[config.mk]
export PLATFORM = sky130hd
export DESIGN_NAME = if_stage
export DESIGN_NICKNAME = d
export VERILOG_FILES = /design/src/rtl/if_stage_pkg.sv /design/src/rtl/if_stage_fetch_fifo.sv /design/src/rtl/if_stage.sv
export SDC_FILE = /design/constraint.sdc
export NUM_CORES = 1
export LEC_CHECK = 0
export BUFFER_PORTS_ARGS = -buffer_cell sky130_fd_sc_hd__buf_2
export CAP_MARGIN = 25
export CORE_ASPECT_RATIO = 1.4
export CORE_MARGIN = 2
export CORE_UTILIZATION = 45
export CTS_BUF_LIST = sky130_fd_sc_hd__clkbuf_8
export DETAILED_ROUTE_END_ITERATION = 8
export GPL_TIMING_DRIVEN = 0
export PLACE_DENSITY = 0.67
export SLEW_MARGIN = 20
export SYNTH_ARGS = -nofsm -noshare
export SYNTH_HDL_FRONTEND = slang
export SYNTH_HIERARCHICAL = 1
export SYNTH_SLANG_ARGS = --single-unit
[constraint.sdc]
create_clock -name clk -period 13 [get_ports clk]
set_clock_uncertainty 0.15 [all_clocks]
set_input_delay 1.95 -clock clk [delete_from_list [all_inputs] [get_ports clk]]
set_output_delay 1.95 -clock clk [all_outputs]
set_load 0.03 [all_outputs]
[src/rtl/if_stage_pkg.sv]
// Shared core definitions: NOP encoding, PC step and the fetch-buffer entry layout.
// Latency: none (types and constants only).
// Backpressure: not applicable.
package if_stage_pkg;

    localparam logic [31:0] NOP_INSTR = 32'h0000_0013;
    localparam logic [31:0] PC_INC    = 32'd4;

    typedef struct packed {
        logic [31:0] pc;
        logic [31:0] instr;
    } fetch_entry_t;

    function automatic logic [31:0] word_align(input logic [31:0] addr);
        return {addr[31:2], 2'b00};
    endfunction

endpackage

[src/rtl/if_stage_fetch_fifo.sv]
// Synchronous fetch buffer holding {pc, instr} entries, with flush and occupancy count.
// Latency: a push is visible at the head on the next cycle.
// Backpressure: push into a full buffer is dropped unless a pop frees a slot that cycle.
module fetch_fifo
    import if_stage_pkg::*;
#(
    parameter int DEPTH = 2,
    localparam int CW = $clog2(DEPTH + 1)
)(
    input  logic         clk,
    input  logic         rst,
    input  logic         push,
    input  fetch_entry_t push_dat,
    input  logic         pop,
    input  logic         flush,
    output fetch_entry_t head_dat,
    output logic         empty,
    output logic [CW-1:0] count
);

    localparam int AW = (DEPTH > 1) ? $clog2(DEPTH) : 1;

    fetch_entry_t  mem [DEPTH];
    logic [AW-1:0] wr_ptr;
    logic [AW-1:0] rd_ptr;
    logic          do_push;
    logic          do_pop;

    function automatic logic [AW-1:0] ptr_inc(input logic [AW-1:0] p);
        return (p == AW'(DEPTH - 1)) ? '0 : p + AW'(1);
    endfunction

    assign empty   = (count == '0);
    assign do_pop  = pop && !empty;
    assign do_push = push && ((count != CW'(DEPTH)) || do_pop);

    always_ff @(posedge clk) begin
        if (rst || flush) begin
            wr_ptr <= '0;
            rd_ptr <= '0;
            count  <= '0;
        end else begin
            if (do_push) wr_ptr <= ptr_inc(wr_ptr);
            if (do_pop)  rd_ptr <= ptr_inc(rd_ptr);
            count <= count + CW'(do_push) - CW'(do_pop);
        end
    end

    always_ff @(posedge clk) begin
        if (do_push && !rst && !flush) mem[wr_ptr] <= push_dat;
    end

    assign head_dat = mem[rd_ptr];

endmodule

[src/rtl/if_stage.sv]
// Instruction fetch: credit-limited requests, in-order responses into a fetch buffer.
// Latency: a response is presented on if_* the cycle after it returns.
// Backpressure: stall holds the head; requests stop once buffer plus in-flight reach FB_DEPTH.
module if_stage
    import if_stage_pkg::*;
#(
    parameter logic [31:0] RESET_PC = 32'h0000_0000,
    parameter int          FB_DEPTH = 2
)(
    input  logic        clk,
    input  logic        rst,
    input  logic        stall,
    input  logic        redirect,
    input  logic [31:0] redirect_pc,
    output logic        imem_req,
    output logic [31:0] imem_addr,
    input  logic        imem_gnt,
    input  logic        imem_rvalid,
    input  logic [31:0] imem_rdata,
    output logic        if_valid,
    output logic [31:0] if_pc,
    output logic [31:0] if_instr
);

    localparam int CW = $clog2(FB_DEPTH + 1);
    localparam int SW = CW + 2;

    logic [31:0]   fetch_pc;
    logic [31:0]   resp_pc;
    logic [CW-1:0] live_cnt;
    logic [CW-1:0] kill_cnt;
    logic [CW-1:0] fifo_cnt;
    logic [SW-1:0] in_use;
    logic [SW-1:0] kill_merge;
    logic          req_fire;
    logic          resp_ok;
    logic          resp_kill;
    logic          push;
    logic          pop;
    logic          fifo_empty;
    fetch_entry_t  head_dat;
    fetch_entry_t  push_dat;

    assign in_use    = SW'(fifo_cnt) + SW'(live_cnt) + SW'(kill_cnt);
    assign imem_req  = !rst && !redirect && (in_use < SW'(FB_DEPTH));
    assign imem_addr = fetch_pc;
    assign req_fire  = imem_req && imem_gnt;

    // A grant this cycle already counts as outstanding, so zero-latency responses are legal.
    assign resp_ok   = imem_rvalid && !rst &&
                       ((live_cnt != '0) || (kill_cnt != '0) || req_fire);
    assign resp_kill = resp_ok && (redirect || (kill_cnt != '0));
    assign push      = resp_ok && !resp_kill;
    assign pop       = if_valid && !stall && !redirect;
    assign push_dat  = '{pc: resp_pc, instr: imem_rdata};

    // Everything still in flight at a redirect becomes a kill, less the response consumed now.
    assign kill_merge = SW'(kill_cnt) + SW'(live_cnt) + SW'(req_fire) - SW'(resp_ok);

    always_ff @(posedge clk) begin
        if (rst) begin
            fetch_pc <= RESET_PC;
            resp_pc  <= RESET_PC;
            live_cnt <= '0;
            kill_cnt <= '0;
        end else if (redirect) begin
            fetch_pc <= word_align(redirect_pc);
            resp_pc  <= word_align(redirect_pc);
            live_cnt <= '0;
            kill_cnt <= CW'(kill_merge);
        end else begin
            if (req_fire) fetch_pc <= fetch_pc + PC_INC;
            if (push)     resp_pc  <= resp_pc + PC_INC;
            live_cnt <= live_cnt + CW'(req_fire) - CW'(push);
            if (resp_ok && (kill_cnt != '0)) kill_cnt <= kill_cnt - CW'(1);
        end
    end

    fetch_fifo #(
        .DEPTH (FB_DEPTH)
    ) u_fetch_fifo (
        .clk      (clk),
        .rst      (rst),
        .push     (push),
        .push_dat (push_dat),
        .pop      (pop),
        .flush    (redirect),
        .head_dat (head_dat),
        .empty    (fifo_empty),
        .count    (fifo_cnt)
    );

    assign if_valid = !rst && !fifo_empty;
    assign if_pc    = if_valid ? head_dat.pc    : '0;
    assign if_instr = if_valid ? head_dat.instr : NOP_INSTR;

endmodule

==> qor.csv <==
metric,value,unit
Core Box Area,20600,sq um
die height,175,um
Worst Hold Class,reg -> reg,
RSZ-0062 raised after global routing,false,
CTS Root Cell,clkbuf_8,
grt ovf,0,
initial antenna violation count,0,
Max Root-Sink Buffers,2,
clk slew on worst S/H paths,0.09,ns
# clock sinks,197,
max cap viols,0,
"Seq/Total Area, Yosys",55.4,%
Pwr per Cell Area,109,nW/um^2
Comb power frac,9.6,%
Avg WL per Cell,18.0,um
IO buf count,163,
Critical Path RT,10.90,ns
critical path class,in -> out,
# DRC,0,
Slew @ Worst Pin,0.887,ns
Synth-to-Final Area Change,17.6,%
final setup fails,0,
GRT Util Overall,20.6,%
Synth async-reset ratio,0,%
Hold Slack,0.330,ns
most instantiated cells after synthesis,"edfxtp_1 (128), dfxtp_1 (69), and2_1 (65)",
multi-input logic area,3920,sq um
FMAX,170,MHz
YS warnings,6,
first-pass GRT wire length,35500,um
row cnt,62,
Setup crit end kind,primary output,
P_sw,0.305,mW
max_slew headroom,40.7,%
share of power burned in registers,58.0,%
most used flip-flop cell after synthesis,edfxtp_1,
vias per inst,5.45,
Fill cells,1800,
Post-synth EDFFs,128,
NumNets Final,1063,
synthesized instance count,781,
internal power,0.904,mW
Final Max Tran Viols,0,
Inserted Clock Buffers,17,
post-CTS setup buffer count,0,
post-cts sizing count,0,
full die area,22200,sq um
Final ANT Viol Nets,0,
"Arr. time, crit path",3.77,ns
maximum fanout along the worst path,10,
initial drt markers,497,
ant diodes,0,
number of library cell types mapped by synthesis,63,
top post-synthesis cells by area,"edfxtp_1 (41%), dfxtp_1 (15%), mux2_4 (9.5%)",
"Period Utilization, post-route",45.2,%
DRT Pass-1 Iters,7,
HPWL Detailed,16900,um
final WL,22500,um
Starting Density,45.9,%
Clk pwr share,32.4,%
fin cells,1249,
"area leader, netlist",edfxtp_1,
Net Sw Frac,25.2,%
synthesized area,9440,sq um
top-count cell post-synth,edfxtp_1,
FF/Latch Area,5230,sq um
Top-Level Pins,168,
latest clock arrival within the worst-skew pair,0.49,ns
Avg Inst Size Synth,12.1,sq um
number of H-tree levels,4,
largest net degree at the start of global routing,27,
GPL Wtd Cong,0.910,
"IR drop worst, VDD",67.3,uV
LEAKAGE,4.36,nW
synthesized flop and latch total,197,
startpoint types,input port,
CTS tree,yes,
vias in the first global route,6688,
final hold vios,0,
die width,126,um
hold_buf cts,0,
minimum clock period after layout,5.87,ns
Final Core Density,54.0,%
status,"finished, final reports clean",
share of post-route cells with drive strength above 1,30.8,%
Synth top area share,40.7,%
placed cell count,1217,
Via Count,6810,
[registers in the layout, indices dropped and copies added, names as in the netlist, named ones only]
register             cells
u_fetch_fifo/mem       128
live_cnt                 2
u_fetch_fifo/wr_ptr      1
u_fetch_fifo/count       2
kill_cnt                 2
u_fetch_fifo/rd_ptr      1
resp_pc                 30
imem_addr               30
[critical path, stage by stage]
cell	delay, ns
buf_2	0.14
clkbuf_1	0.21
nor2_1	0.73
clkbuf_1	0.35
and2_1	0.19
buf_2	0.19
[routing by layer]
metal  vias up  GRT usage (%)  wire [um]
met5         -              0          0
met4         0           8.93        727
met3        53           4.14       1300
met2       252           35.9      11400
met1      3221           24.5       8980
li1       3284              -          -
[power groups by stage]
stage	combinational, mW	sequential (mW)	clock, mW
global placement	0.112	0.714	0
CTS	0.116	0.700	0.402
finish	0.116	0.701	0.392
detailed placement	0.115	0.715	0
global route	0.126	0.704	0.423
floorplan	0.0613	0.721	0
[cells in the final DEF (no fill, tap or decap), drive strengths merged, types with 14 or more instances in the layout]
cell type  count
a21oi         26
a31oi         20
and2          65
buf          193
clkbuf        45
dfxtp         69
edfxtp       128
inv           31
mux2          68
nand2         59
nand3         24
nand4         31
nor2          40
nor3          14
xnor2         22
[per-stage QoR]
stage	setup TNS [ns]	power [mW]	setup WS (ns)	area (sq um)
3_5_place_dp	0	0.830	6.85	10700
6_report	0	1.21	7.13	11100
3_3_place_gp	-98.53	0.827	-1.55	10600
5_1_grt	0	1.25	6.88	11100
2_1_floorplan	0	0.782	2.57	9450
4_1_cts	0	1.22	6.97	11100
[path summary, 6_finish.rpt]
check / startpoint / endpoint / slack (ns) / cells after the start
worst max-delay path: rst / if_instr[23] / 7.13 / 6
worst min-delay path: u_fetch_fifo/wr_ptr / u_fetch_fifo/wr_ptr / 0.33 / 2
worst max register to register: live_cnt[1] / u_fetch_fifo/mem[1][22] / 8.00 / 16
worst min register to register: u_fetch_fifo/wr_ptr / u_fetch_fifo/wr_ptr / 0.33 / 2
[area by class of cell]
type,instances,area share (%)
Clock inverter,13,1.18
Sequential cell,197,47.1
Inverter,24,0.812
Multi-Input combinational cell,521,35.3
Tap cell,256,2.89
Clock buffer,19,2.36
Timing Repair Buffer,175,8.25
Buffer,44,2.13
[cell families after synthesis]
kind of cell	synth area share, %
flip-flops	55.4
AND/OR/NAND/NOR	16.9
other	0.0397
XOR/XNOR	3.06
AO/OA/AOI/OAI	8.51
buffers and inverters	3.46
multiplexers	10.7
adder cells (fa/ha/maj)	1.88
No activity file was read; power rests on OpenSTA's default activity.
